**config.mk**
```make
export PLATFORM = sky130hd
export DESIGN_NAME = trip_odometer_flat
export DESIGN_NICKNAME = d
export VERILOG_FILES = /design/src/rtl/trip_pkg.sv /design/src/rtl/trip_odometer_if.sv /design/src/rtl/trip_timebase.sv /design/src/rtl/trip_odometer.sv /design/src/flat_wrapper.sv
export SDC_FILE = /design/constraint.sdc
export NUM_CORES = 1
export LEC_CHECK = 0
export ABC_AREA = 1
export ABC_CLOCK_PERIOD_IN_PS = 4900
export CAP_MARGIN = 40
export CORE_MARGIN = 5
export CORE_UTILIZATION = 59
export DETAILED_ROUTE_END_ITERATION = 6
export HOLD_SLACK_MARGIN = 0.05
export PLACE_DENSITY = 0.94
export SLEW_MARGIN = 5
export SYNTH_ARGS = -nofsm -noshare
export SYNTH_HDL_FRONTEND = slang
export SYNTH_SLANG_ARGS = --single-unit
```
**constraint.sdc**
```tcl
create_clock -name clock -period 4.9 [get_ports clock]
set_clock_uncertainty 0.1 [all_clocks]
set_input_delay 0.98 -clock clock [delete_from_list [all_inputs] [get_ports clock]]
set_output_delay 0.98 -clock clock [all_outputs]
set_load 0.05 [all_outputs]
```
**src/rtl/trip_pkg.sv**
```systemverilog
// Shared constants, the H:M:S record type and its packing helper for the trip odometer.
package trip_pkg;

    localparam int SPEED_W = 7;
    localparam int DIST_W  = 14;

    localparam int HMS_S_LSB = 0;
    localparam int HMS_S_W   = 6;
    localparam int HMS_M_LSB = 6;
    localparam int HMS_M_W   = 6;
    localparam int HMS_H_LSB = 12;
    localparam int HMS_H_W   = 7;
    localparam int HMS_W     = HMS_H_LSB + HMS_H_W;

    localparam logic [HMS_H_W-1:0] HMS_MAX_H   = 7'd99;
    localparam logic [HMS_S_W-1:0] MAX_MIN_SEC = 6'd59;
    localparam logic [DIST_W-1:0]  DIST_MAX    = 14'd9999;

    typedef struct packed {
        logic [HMS_H_W-1:0] hours;
        logic [HMS_M_W-1:0] minutes;
        logic [HMS_S_W-1:0] seconds;
    } hms_t;

    function automatic logic [HMS_W-1:0] pack_hms(input hms_t t);
        logic [HMS_W-1:0] p;
        p = '0;
        p[HMS_H_LSB +: HMS_H_W] = t.hours;
        p[HMS_M_LSB +: HMS_M_W] = t.minutes;
        p[HMS_S_LSB +: HMS_S_W] = t.seconds;
        return p;
    endfunction

endpackage

```
**src/rtl/trip_odometer_if.sv**
```systemverilog
// Sensor/control inputs and trip-data outputs of the trip odometer, grouped as one bundle.
interface trip_odometer_if;
    import trip_pkg::*;

    logic               reed;
    logic               trip_clear;
    logic [SPEED_W-1:0] speed;
    logic               speed_valid;

    logic               half_sec_pulse;
    logic               sec_pulse;
    logic               wheel_pulse;
    logic               moving;
    logic [DIST_W-1:0]  distance;
    logic [HMS_W-1:0]   HMS_time;
    logic [SPEED_W-1:0] max_speed;

    modport master (
        output reed, trip_clear, speed, speed_valid,
        input  half_sec_pulse, sec_pulse, wheel_pulse, moving, distance, HMS_time, max_speed
    );

    modport slave (
        input  reed, trip_clear, speed, speed_valid,
        output half_sec_pulse, sec_pulse, wheel_pulse, moving, distance, HMS_time, max_speed
    );

endinterface

```
**src/rtl/trip_timebase.sv**
```systemverilog
// Free-running cycle counter producing registered half-second and second pulses.
module trip_timebase #(
    parameter int CLK_FREQ = 1000
) (
    input  logic clock,
    input  logic reset,
    output logic half_sec_pulse,
    output logic sec_pulse
);

    localparam int CNT_W = $clog2(CLK_FREQ);
    localparam logic [CNT_W-1:0] HALF_LAST = CNT_W'(CLK_FREQ / 2 - 1);
    localparam logic [CNT_W-1:0] FULL_LAST = CNT_W'(CLK_FREQ - 1);

    logic [CNT_W-1:0] tb_cnt;
    logic [CNT_W-1:0] tb_next;

    assign tb_next = (tb_cnt == FULL_LAST) ? '0 : tb_cnt + 1'b1;

    // Pulses decode the next count so they are high exactly while tb_cnt holds the decoded value.
    // NOTE: sequential state uses non-blocking assignments so every register samples pre-edge values.
    always_ff @(posedge clock) begin
        if (reset) begin
            tb_cnt         <= '0;
            half_sec_pulse <= 1'b0;
            sec_pulse      <= 1'b0;
        end else begin
            tb_cnt         <= tb_next;
            half_sec_pulse <= (tb_next == HALF_LAST) || (tb_next == FULL_LAST);
            sec_pulse      <= (tb_next == FULL_LAST);
        end
    end

endmodule

```
**src/rtl/trip_odometer.sv**
```systemverilog
// Trip data source: reed conditioning, distance, moving flag, H:M:S timer and max speed.
// Define TRIP_AUTOPAUSE_EN to advance the ride timer only while the bike is moving.
module trip_odometer
    import trip_pkg::*;
#(
    parameter int CLK_FREQ     = 1000,
    parameter int CIRC_CM      = 218,
    parameter int DIST_UNIT_CM = 10000,
    parameter int DEBOUNCE_CYC = 20,
    parameter int STOP_TIMEOUT = 3
) (
    input logic            clock,
    input logic            reset,
    trip_odometer_if.slave bus
);

    localparam int LOCK_W = $clog2(DEBOUNCE_CYC + 1);
    localparam int CM_W   = $clog2(DIST_UNIT_CM + CIRC_CM);
    localparam int IDLE_W = $clog2(STOP_TIMEOUT + 1);

    localparam logic [LOCK_W-1:0] LOCK_LOAD  = LOCK_W'(DEBOUNCE_CYC);
    localparam logic [CM_W-1:0]   CIRC       = CM_W'(CIRC_CM);
    localparam logic [CM_W-1:0]   UNIT       = CM_W'(DIST_UNIT_CM);
    localparam logic [IDLE_W-1:0] IDLE_MAX   = IDLE_W'(STOP_TIMEOUT);
    localparam logic [IDLE_W:0]   IDLE_LIMIT = (IDLE_W + 1)'(STOP_TIMEOUT);

    logic               half_sec_pulse;
    logic               sec_pulse;
    logic               reed_s1;
    logic               reed_s2;
    logic               reed_d;
    logic               reed_rise;
    logic [LOCK_W-1:0]  lockout;
    logic               wheel_pulse;
    logic [CM_W-1:0]    cm_acc;
    logic [CM_W-1:0]    cm_sum;
    logic [DIST_W-1:0]  distance;
    logic [IDLE_W-1:0]  idle_s;
    logic [IDLE_W:0]    idle_inc;
    logic               moving;
    logic               tick;
    hms_t               hms;
    hms_t               hms_next;
    logic [SPEED_W-1:0] max_speed;

    trip_timebase #(
        .CLK_FREQ(CLK_FREQ)
    ) u_timebase (
        .clock         (clock),
        .reset         (reset),
        .half_sec_pulse(half_sec_pulse),
        .sec_pulse     (sec_pulse)
    );

    assign reed_rise = reed_s2 & ~reed_d;
    assign cm_sum    = cm_acc + CIRC;
    assign idle_inc  = {1'b0, idle_s} + 1'b1;

`ifdef TRIP_AUTOPAUSE_EN
    assign tick = sec_pulse & moving;
`else
    assign tick = sec_pulse;
`endif

    // NOTE: hms_next gets a full default first so no path through this block infers a latch.
    always_comb begin
        hms_next = hms;
        if (hms.seconds == MAX_MIN_SEC) begin
            hms_next.seconds = '0;
            if (hms.minutes == MAX_MIN_SEC) begin
                hms_next.minutes = '0;
                hms_next.hours   = (hms.hours == HMS_MAX_H) ? '0 : hms.hours + 1'b1;
            end else begin
                hms_next.minutes = hms.minutes + 1'b1;
            end
        end else begin
            hms_next.seconds = hms.seconds + 1'b1;
        end
    end

    // Reed conditioning is independent of trip_clear: only reset touches the synchronizer and lockout.
    always_ff @(posedge clock) begin
        if (reset) begin
            reed_s1     <= 1'b0;
            reed_s2     <= 1'b0;
            reed_d      <= 1'b0;
            lockout     <= '0;
            wheel_pulse <= 1'b0;
        end else begin
            reed_s1 <= bus.reed;
            reed_s2 <= reed_s1;
            reed_d  <= reed_s2;
            if (reed_rise && lockout == '0) begin
                wheel_pulse <= 1'b1;
                lockout     <= LOCK_LOAD;
            end else begin
                wheel_pulse <= 1'b0;
                if (lockout != '0) lockout <= lockout - 1'b1;
            end
        end
    end

    // Reset and trip_clear leave the trip data in the same state; clear beats any same-cycle event.
    always_ff @(posedge clock) begin
        if (reset || bus.trip_clear) begin
            cm_acc    <= '0;
            distance  <= '0;
            idle_s    <= IDLE_MAX;
            moving    <= 1'b0;
            hms       <= '0;
            max_speed <= '0;
        end else begin
            if (wheel_pulse) begin
                if (cm_sum >= UNIT) begin
                    cm_acc   <= cm_sum - UNIT;
                    distance <= (distance == DIST_MAX) ? '0 : distance + 1'b1;
                end else begin
                    cm_acc <= cm_sum;
                end
                idle_s <= '0;
                moving <= 1'b1;
            end else if (sec_pulse) begin
                idle_s <= (idle_s == IDLE_MAX) ? IDLE_MAX : idle_inc[IDLE_W-1:0];
                moving <= (idle_inc < IDLE_LIMIT);
            end
            if (tick) hms <= hms_next;
            if (bus.speed_valid && bus.speed > max_speed) max_speed <= bus.speed;
        end
    end

    assign bus.half_sec_pulse = half_sec_pulse;
    assign bus.sec_pulse      = sec_pulse;
    assign bus.wheel_pulse    = wheel_pulse;
    assign bus.moving         = moving;
    assign bus.distance       = distance;
    assign bus.HMS_time       = pack_hms(hms);
    assign bus.max_speed      = max_speed;

endmodule

```
**src/flat_wrapper.sv**
```systemverilog
// flat-port wrapper written by rule: the top's interface ports become plain ports
module trip_odometer_flat import trip_pkg::*;
#(
    parameter int CLK_FREQ     = 1000,
    parameter int CIRC_CM      = 218,
    parameter int DIST_UNIT_CM = 10000,
    parameter int DEBOUNCE_CYC = 20,
    parameter int STOP_TIMEOUT = 3
)
  (clock, reset, bus_reed, bus_trip_clear, bus_speed, bus_speed_valid, bus_half_sec_pulse, bus_sec_pulse, bus_wheel_pulse, bus_moving, bus_distance, bus_HMS_time, bus_max_speed);
  trip_odometer_if bus_i ();
  input logic clock;
  input logic reset;
  input wire logic [$bits(bus_i.reed)-1:0] bus_reed;
  input wire logic [$bits(bus_i.trip_clear)-1:0] bus_trip_clear;
  input wire logic [$bits(bus_i.speed)-1:0] bus_speed;
  input wire logic [$bits(bus_i.speed_valid)-1:0] bus_speed_valid;
  output wire logic [$bits(bus_i.half_sec_pulse)-1:0] bus_half_sec_pulse;
  output wire logic [$bits(bus_i.sec_pulse)-1:0] bus_sec_pulse;
  output wire logic [$bits(bus_i.wheel_pulse)-1:0] bus_wheel_pulse;
  output wire logic [$bits(bus_i.moving)-1:0] bus_moving;
  output wire logic [$bits(bus_i.distance)-1:0] bus_distance;
  output wire logic [$bits(bus_i.HMS_time)-1:0] bus_HMS_time;
  output wire logic [$bits(bus_i.max_speed)-1:0] bus_max_speed;
  assign bus_i.reed = bus_reed;
  assign bus_i.trip_clear = bus_trip_clear;
  assign bus_i.speed = bus_speed;
  assign bus_i.speed_valid = bus_speed_valid;
  assign bus_half_sec_pulse = bus_i.half_sec_pulse;
  assign bus_sec_pulse = bus_i.sec_pulse;
  assign bus_wheel_pulse = bus_i.wheel_pulse;
  assign bus_moving = bus_i.moving;
  assign bus_distance = bus_i.distance;
  assign bus_HMS_time = bus_i.HMS_time;
  assign bus_max_speed = bus_i.max_speed;
  trip_odometer #(.CLK_FREQ(CLK_FREQ), .CIRC_CM(CIRC_CM), .DIST_UNIT_CM(DIST_UNIT_CM), .DEBOUNCE_CYC(DEBOUNCE_CYC), .STOP_TIMEOUT(STOP_TIMEOUT)) u_core (.clock(clock), .reset(reset), .bus(bus_i));
endmodule
```
# Yosys cells after proc, flatten, opt, wreduce, memory -nomap -nowiden
# Index checks and enable logic that the tools add are counted.
totals:
  reg_bits: 78
  in_bits: 12
  out_inout_bits: 44
  elab_cells: 65
op_classes:
  n_addsub: 9
  magnitude_cmp: 3
  n_eq_ne: 8
  n_mux: 14
  bitwise: 2
  reduce_logical: 12
ops:
  columns: ["op", "count"]
  rows:
  - ["two-way mux 14 bit", 2]
  - ["== test 10 bit, second input constant", 2]
  - ["adder 14 x 1 -> 14 bit, second input constant", 1]
  - ["adder 14 x 8 -> 14 bit, second input constant", 1]
  - ["== test 14 bit, second input constant", 1]
  - [">= comparator 14 bit, second input constant", 1]
  - ["subtractor 14 bit, second input constant", 1]
  - ["adder 6 x 1 -> 6 bit, second input constant", 2]
  - ["== test 6 bit, second input constant", 2]
  - ["two-way mux 6 bit", 2]
  - ["adder 10 x 1 -> 10 bit, second input constant", 1]
  - ["== test 10 x 9 -> 1 bit, second input constant", 1]
  - ["two-way mux 10 bit", 1]
  - ["two-way mux 5 bit", 2]
  - ["adder 7 x 1 -> 7 bit, second input constant", 1]
  - ["== test 7 bit, second input constant", 1]
  - ["greater-than comparator 7 bit", 1]
  - ["two-way mux 7 bit", 1]
  - ["two-way mux 2 bit", 3]
  - ["logical NOT 5 bit", 1]
  - ["nonzero test 5 bit", 1]
  - ["subtractor 5 x 1 -> 5 bit, second input constant", 1]
  - ["AND reduction 2 bit", 2]
  - ["nonzero test 2 bit", 2]
  - ["10 further kinds", 14]

# Logic depth before layout (Yosys ltp)
# Gate-level depths: netlist (run 1).
depth:
  ltp_word: 4
  ltp_mapped: 19
  mapped_depth_nobuf: 19

# By module
# A second synthesis (run 1) with hierarchy kept.
hier_totals:
  hier_cells: 619
  hier_area_um2: 4416.7
modules_own_cells:
  columns: ["module", "instances", "cells_per_inst", "area_per_inst_um2", "seq_area_each_um2"]
  rows:
  - ["trip_odometer", 1, 523, 3754.9, 1301.2]
  - ["trip_timebase", 1, 96, 661.9, 240.2]

# Least setup slack after synthesis (run 1)
# Ideal clock, no wire load.
synth_timing:
  path_kind: "input -> register"
  start: "input bus_speed[2]"
  end: "register u_core.max_speed[4], in the netlist u_core.bus.max_speed[4]"
  setup_time_ps: 127
  t_arrival_ps: 2171
  required_time_ps: 4673
  slack_ps: 2502
  path_stages: 9
  n_path_buf: 1
  cell_sequence: "ha_1 nand2_1 o21ai_0 a21oi_1 o21ai_0 nand2_1 clkbuf_1 o21ai_0 a21oi_1"
synth_between:
  elab_chain_len: 2
synth_lines:
  columns: ["item", "line", "source"]
  rows:
  - ["start, declared", "flat_wrapper.sv:16", "input wire logic [$bits(bus_i.speed)-1:0] bus_speed;"]
  - ["greater-than comparator 7 bit", "trip_odometer.sv:127", "if (bus.speed_valid && bus.speed > max_speed) max_speed <= bus.speed;"]
  - ["logical AND 1 bit", "trip_odometer.sv:127", null]
  - ["end signal, assigned", "trip_odometer.sv:127", null]
  - ["end, declared", "trip_odometer.sv:44", "logic [SPEED_W-1:0] max_speed;"]
# No other way between the ends.
# A chain may end at the register's enable or synchronous reset.

# Worst setup path after layout (run 1)
layout_timing:
  start: "register u_core.u_timebase.sec_pulse"
  end: "output bus_sec_pulse"
layout_lines:
  columns: ["item", "line", "source"]
  rows:
  - ["start, declared", "trip_timebase.sv:8", "output logic sec_pulse"]
  - ["start signal, assigned", "trip_timebase.sv:30", "sec_pulse <= (tb_next == FULL_LAST);"]
  - ["end, declared", "flat_wrapper.sv:19", "output wire logic [$bits(bus_i.sec_pulse)-1:0] bus_sec_pulse;"]
# No word-level cell between the ends.

==> impl_metrics.csv, run 1 <==
group,metric,value,unit
logic_synthesis,yosys.area.top_type,"dfxtp_1",
setup_path,rr_endpoint,"u_core.bus.distance[5]",
routing,routed_wl,9920,um
floorplanning,start_util,0.608,
timing,setup_viol,0,
clocking,clk_path_buf_depth,2,
setup_path,worst-path-stages,1,
routing,ant_nets,0,
logic_synthesis,synth_cells,602,
timing,rsz0062_at_grt,"no",
timing,min_period,2.88,ns
clocking,cts_num_sinks,77,
floorplanning,core-area,6830,um2
setup_path,criticalPathCategory,"reg2out",
logic_synthesis,synth_common_cells,"nand2_1 (146), dfxtp_1 (77), inv_1 (77), nor2_1 (76), a21oi_1 (47)",
setup_path,r2r_cells,16,
routing,wl_per_cell,13.1,um
logic_synthesis,synth_area_leaders,"dfxtp_1 (37%), nand2_1 (13%), inv_1 (7.0%)",
floorplanning,die_area,8820,um2
logic_synthesis,async_reset_ff_frac,0,
logic_synthesis,synth_nets,631,
global_route,grt_pass1_wl,17000,um
setup_path,cpPeakStageDelay,0.89,ns
timing,hold_violations,0,
setup_path,start_kind,"register",
hold_path,holdPathStages,2,
timing,worst_slew_pin_slew,0.928,ns
timing,fin_setup_tns,0,ns
timing,fin_crit_sh,0.589,
timing,achievable-frequency,0.347,GHz
setup_path,cp_slowest_cell,"clkdlybuf4s50_1",
clocking,cts.reportedPaths.clkPinSlew,0.08,ns
finish,nets,688,
placed_design,place.port_buffers,55,
global_route,antenna_found_initial,0,
logic_synthesis,syn_avg_cell_area,6.90,um2
setup_path,worst_setup_path_end_kind,"primary output",
finish,n_antenna_cell,0,
setup_path,critPathRequiredTime,3.82,ns
power,powerDensity,267,nW/um2
floorplanning,ioPinCount,56,
logic_synthesis,ys_seq_area_frac,0.371,
clocking,cts_max_level,3,
placed_design,dpl.hpwl,7010,um
clocking,post-cts-setup-buffers,0,
setup_path,timing.critical_path.buf_inv,1,
clocking,cts_buffers,9,
clocking,hold_buffers,0,
global_route,grt_max_degree,31,
finish,drive_gt1_frac,0.0557,
finish,area_growth,20.2,%
setup_path,r2r-start,"u_core.cm_acc[1]",
clocking,clockRootBuffer,"clkbuf_8",
logic_synthesis,synth_flop_cell,"dfxtp_1",
global_route,grt-ovfl-total,0,
hold_path,min_to,"u_core.reed_s2",
timing,max_slew_margin,0.380,
setup_path,cp_top_family,"buffers and inverters",
floorplanning,die_h,93.9,um
global_route,grt_pass1_vias,4006,
logic_synthesis,ys_warn_count,0,
logic_synthesis,synth_cell_types,41,
logic_synthesis,ys_ff_latch,77,
clocking,tritoncts,"done",
clocking,clkLatencyLatePin,0.36,ns
logic_synthesis,synth_top_area_frac,0.371,
power,p_leak,2.01,nW
logic_synthesis,yosysMostFrequentCell,"nand2_1",
logic_synthesis,synth-edff-count,0,
global_route,grt_use_total,0.234,
floorplanning,rows,30,
power,power.total,0.00133,W
logic_synthesis,syn_area,4150,um2
clocking,cts_resized,0,
routing,firstDrtPassIters,5,
routing,drcViolationCount,0,
floorplanning,die-width,93.9,um
setup_path,cp.arrival,1.80,ns
outcome,status,"finished clean",
finish,nFillCells,500,
hold_path,min_path_type,"reg2reg",
routing,num_vias,4067,
setup_path,cp_max_fo,12,
placed_design,gp_congestion,0.884,
routing,dr.first_iter.drc_count,238,
timing,slew_violations,0,
power,worst_ir_drop_vdd,0.219,mV
setup_path,ff2ff_setup_slack,2.11,ns
routing,vias_per_cell,5.35,
hold_path,min_from,"u_core.reed_s1",
setup_path,path_cells,"clkdlybuf4s50_1",
flow_run,cap_violations,0,
metrics by stage:
stage | util | hold slack [ns] | cell area (um2) | setup WS (ns) | cells
6_report | 0.731 | 0.312 | 4990 | 2.02 | 760
5_1_grt | 0.731 | 0.329 | 4990 | 1.83 | 760
4_1_cts | 0.731 | 0.314 | 4990 | 2.01 | 760
3_5_place_dp | 0.701 | 0.301 | 4790 | 1.77 | 744
3_3_place_gp | 0.701 | 0.291 | 4790 | 1.98 | 744
2_1_floorplan | - | 0.288 | 4150 | 2.50 | 602
where the power goes:
group | switching (W) | internal (W) | total, W
Combinational | 0.000111 | 0.0000669 | 0.000177
Sequential | 0.0000147 | 0.000650 | 0.000665
Clock | 0.000241 | 0.000247 | 0.000488
state kept, by name, summed over array words and instances (netlist names):
register	flops
u_core.cm_acc	13
u_core.reed_s1	1
u_core.reed_d	1
u_core.u_timebase.sec_pulse	1
u_core.bus.max_speed	7
u_core.bus.moving	1
u_core.lockout	5
u_core.u_timebase.tb_cnt	10
u_core.bus.wheel_pulse	1
u_core.u_timebase.half_sec_pulse	1
u_core.bus.distance	14
u_core.reed_s2	1
u_core.bus.HMS_time	19
u_core.idle_s	2
kinds of logic after synthesis:
family,count (synthesis),synth area share
buf+inv,92,0.0861
simple gates,309,0.326
flops,77,0.371
xor+xnor,25,0.0572
compound gates,82,0.108
fa+ha+maj,17,0.0512
per-layer routing:
metal	up-vias	share of wire	GRT usage
li1	2045	-	-
met1	1870	0.44	0.281
met2	127	0.50	0.404
met3	25	0.040	0.0321
met4	0	0.024	0.124
met5	-	0	0
how the worst max path moves through the flow:
stage | startpoint | endpoint | slack, ns
after floorplan | bus_speed[2] | u_core.bus.max_speed[4] | 2.50
after detailed placement | bus_speed[2] | u_core.bus.max_speed[5] | 1.77
final | u_core.u_timebase.sec_pulse | bus_sec_pulse | 2.02
after CTS | u_core.u_timebase.sec_pulse | bus_sec_pulse | 2.01
after global routing | bus_speed[2] | u_core.bus.max_speed[3] | 1.83
after global placement | reset | u_core.idle_s[1] | 1.98
final cells by class:
type	count	area [um2]	area share
well taps	96	120	0.0241
clock buffers	10	138	0.0276
clock inverters	6	62.6	0.0125
repair buffers	58	573	0.115
flip-flops and latches	77	1540	0.309
inverters	80	302	0.0604
multi-input cells	433	2250	0.452
cells in the final DEF, fill, tap and decap left out, types with 3 or more instances in the layout:
| master | Yosys | final |
|---|---|---|
| nand3_1 | 41 | 41 |
| nand2_1 | 146 | 146 |
| nor3_1 | 14 | 14 |
| xor2_1 | 19 | 19 |
| clkinvlp_4 | 0 | 3 |
| nor2_1 | 76 | 76 |
| inv_1 | 77 | 77 |
| buf_4 | 1 | 3 |
| nor4_1 | 5 | 5 |
| o21ai_0 | 21 | 21 |
| nand2_2 | 6 | 6 |
| a21oi_1 | 47 | 47 |
| clkbuf_8 | 0 | 10 |
| nand4_1 | 6 | 6 |
| ha_1 | 17 | 17 |
| xnor2_1 | 5 | 5 |
| clkdlybuf4s50_1 | 0 | 55 |
| dfxtp_1 | 77 | 77 |
| nor3b_1 | 6 | 6 |
| clkinv_2 | 1 | 3 |
No activity file was read; power rests on OpenSTA's default activity.
==> run 2, diff against run 1 <==
--- a/config.mk
+++ b/config.mk
@@ -6,13 +6,13 @@
 export NUM_CORES = 1
 export LEC_CHECK = 0
 export ABC_AREA = 1
-export ABC_CLOCK_PERIOD_IN_PS = 4900
+export ABC_CLOCK_PERIOD_IN_PS = 2910
 export CAP_MARGIN = 40
 export CORE_MARGIN = 5
-export CORE_UTILIZATION = 59
+export CORE_UTILIZATION = 55
 export DETAILED_ROUTE_END_ITERATION = 6
 export HOLD_SLACK_MARGIN = 0.05
-export PLACE_DENSITY = 0.94
+export PLACE_DENSITY = 0.89
 export SLEW_MARGIN = 5
 export SYNTH_ARGS = -nofsm -noshare
 export SYNTH_HDL_FRONTEND = slang
==> constraint.sdc (replaced) <==
create_clock -name clock -period 2.91 [get_ports clock]
set_clock_uncertainty 0.1 [all_clocks]
set_input_delay 0.582 -clock clock [delete_from_list [all_inputs] [get_ports clock]]
set_output_delay 0.582 -clock clock [all_outputs]
set_load 0.05 [all_outputs]
==> impl_metrics.csv, run 2 (same netlist as run 1, synthesis figures left out) <==
group,metric,value,unit
placed_design,dp.cells,748,
finish,final-seq-area,1540,um2
setup_path,cpPeakStageDelay,0.34,ns
clocking,cts_buffers,9,
clocking,cts_resized,0,
setup_path,rr_endpoint,"u_core.bus.distance[4]",
timing,slew_violations,0,
setup_path,start_kind,"register",
global_route,grt-ovfl-total,0,
routing,dr.first_iter.drc_count,193,
timing,fin_setup_tns,0,ns
finish,instances_no_fill,763,
flow_run,cap_violations,0,
timing,max_slew_margin,0.462,
clocking,clockRootBuffer,"clkbuf_8",
clocking,clk_path_buf_depth,2,
global_route,grt_use_total,0.201,
timing,hold_violations,0,
power,p_leak,2.03,nW
clocking,cts.reportedPaths.clkPinSlew,0.07,ns
finish,final_cell_mix,"nand2_1 (146), inv_1 (77), dfxtp_1 (77)",
setup_path,cp_slowest_cell,"dfxtp_1",
clocking,cts_num_sinks,77,
floorplanning,core-area,7290,um2
floorplanning,die_h,96.9,um
clocking,clkLatencyLatePin,0.35,ns
floorplanning,ioPinCount,56,
setup_path,critPathRequiredTime,3.02,ns
floorplanning,die-width,96.9,um
routing,firstDrtPassIters,5,
power,worst_ir_drop_vdd,0.274,mV
routing,wl_per_cell,12.4,um
placed_design,gp_congestion,0.867,
timing,fin_crit_sh,0.903,
finish,layout_commonest_cell,"nand2_1",
routing,routed_wl,9450,um
timing,setup_slack,0.282,ns
setup_path,r2r_cells,16,
setup_path,r2r-start,"u_core.cm_acc[1]",
hold_path,min_path_type,"reg2reg",
setup_path,worst_setup_path_end_kind,"register",
power,power.total,0.00233,W
timing,worst_slew_pin_slew,0.806,ns
hold_path,min_from,"u_core.reed_s1",
hold_path,min_to,"u_core.reed_s2",
setup_path,crit_start,"u_core.cm_acc[1]",
finish,area_growth,21.0,%
placed_design,dpl.hpwl,6780,um
clocking,hold_buffers,0,
timing,min_period,2.63,ns
finish,largest_register_ffs,19,
global_route,grt_pass1_vias,3910,
global_route,grt_max_degree,31,
routing,ant_nets,0,
finish,final_util,0.689,
hold_path,holdPathStages,2,
routing,drcViolationCount,0,
finish,n_antenna_cell,0,
floorplanning,rows,31,
finish,drive_gt1_frac,0.0542,
setup_path,path_cells,"ha_1, nor2_1, nand2_2, nand2_1, nand2_1, inv_1, ha_1, nand3_1, nor2_2, nor2_1, nand2_1, nand3_4, nand3_4, clkinv_2, nand2_1, a21oi_1",
clocking,post-cts-setup-buffers,0,
finish,multi_input_area,2250,um2
finish,nFillCells,597,
clocking,cts_max_level,3,
routing,num_vias,4041,
placed_design,pre_cts_ws,0.269,ns
timing,setup_viol,0,
routing,vias_per_cell,5.30,
outcome,status,"finished clean",
global_route,antenna_found_initial,0,
timing,rsz0062_at_grt,"no",
finish,nets,689,
setup_path,criticalPathCategory,"reg2reg",
setup_path,cp.arrival,2.74,ns
setup_path,ff2ff_setup_slack,0.28,ns
power,powerDensity,463,nW/um2
setup_path,cp_max_fo,15,
clocking,tritoncts,"done",
floorplanning,die_area,9390,um2
floorplanning,start_util,0.570,
placed_design,place.port_buffers,55,
setup_path,timing.critical_path.mode_cell,"nand2_1",
global_route,grt_pass1_wl,16300,um
timing,achievable-frequency,0.380,GHz
## run 2: area by class of cell
cell class | instances | area share
Clock inverter | 3 | 0.0137
Multi-Input combinational cell | 433 | 0.449
Clock buffer | 12 | 0.0309
Tap cell | 99 | 0.0246
Inverter | 80 | 0.0600
Timing Repair Buffer | 59 | 0.116
Sequential cell | 77 | 0.307
## run 2: critical path: cells and delay by family (launching register included)
kind | cells | cell delay (ns)
AO/OA/AOI/OAI | 1 | 0.07
adder cells (fa/ha/maj) | 2 | 0.42
AND/OR/NAND/NOR | 11 | 1.28
flip-flops | 1 | 0.34
buffers and inverters | 2 | 0.31
## run 2: where the power goes
part	switching (W)	total, W	internal [W]
registers	0.0000275	0.00112	0.00110
logic	0.000186	0.000300	0.000114
clock network	0.000379	0.000906	0.000528
## run 2: how the worst max path moves through the flow
stage                                         end  slack [ns]
after detailed placement  u_core.bus.max_speed[4]        0.27
after CTS                  u_core.bus.distance[4]        0.28
after global routing       u_core.bus.distance[4]        0.04
after global placement    u_core.bus.max_speed[5]        0.38
final                      u_core.bus.distance[4]        0.28
after floorplan            u_core.bus.distance[5]        0.63
## run 2: stage by stage
step                hold slack, ns  cell area [um2]
CTS                          0.321             5030
finish                       0.317             5030
floorplan                    0.288             4150
detailed placement           0.304             4800
global route                 0.341             5030
global placement             0.290             4800
## run 2: metal layers
layer  track usage  share of wire  up-vias
li1              -              -     2062
met1         0.231           0.43     1839
met2         0.365           0.51      128
met3        0.0489          0.053       12
met4        0.0659          0.010        0
met5             0              0        -
==> run 3, diff against run 2 <==
--- a/config.mk
+++ b/config.mk
@@ -13,6 +13,7 @@
 export DETAILED_ROUTE_END_ITERATION = 6
 export HOLD_SLACK_MARGIN = 0.05
 export PLACE_DENSITY = 0.89
+export SETUP_SLACK_MARGIN = 0.02
 export SLEW_MARGIN = 5
 export SYNTH_ARGS = -nofsm -noshare
 export SYNTH_HDL_FRONTEND = slang
==> results of run 3 <==
The final DEF is identical to that of run 2; final timing and power are the same.
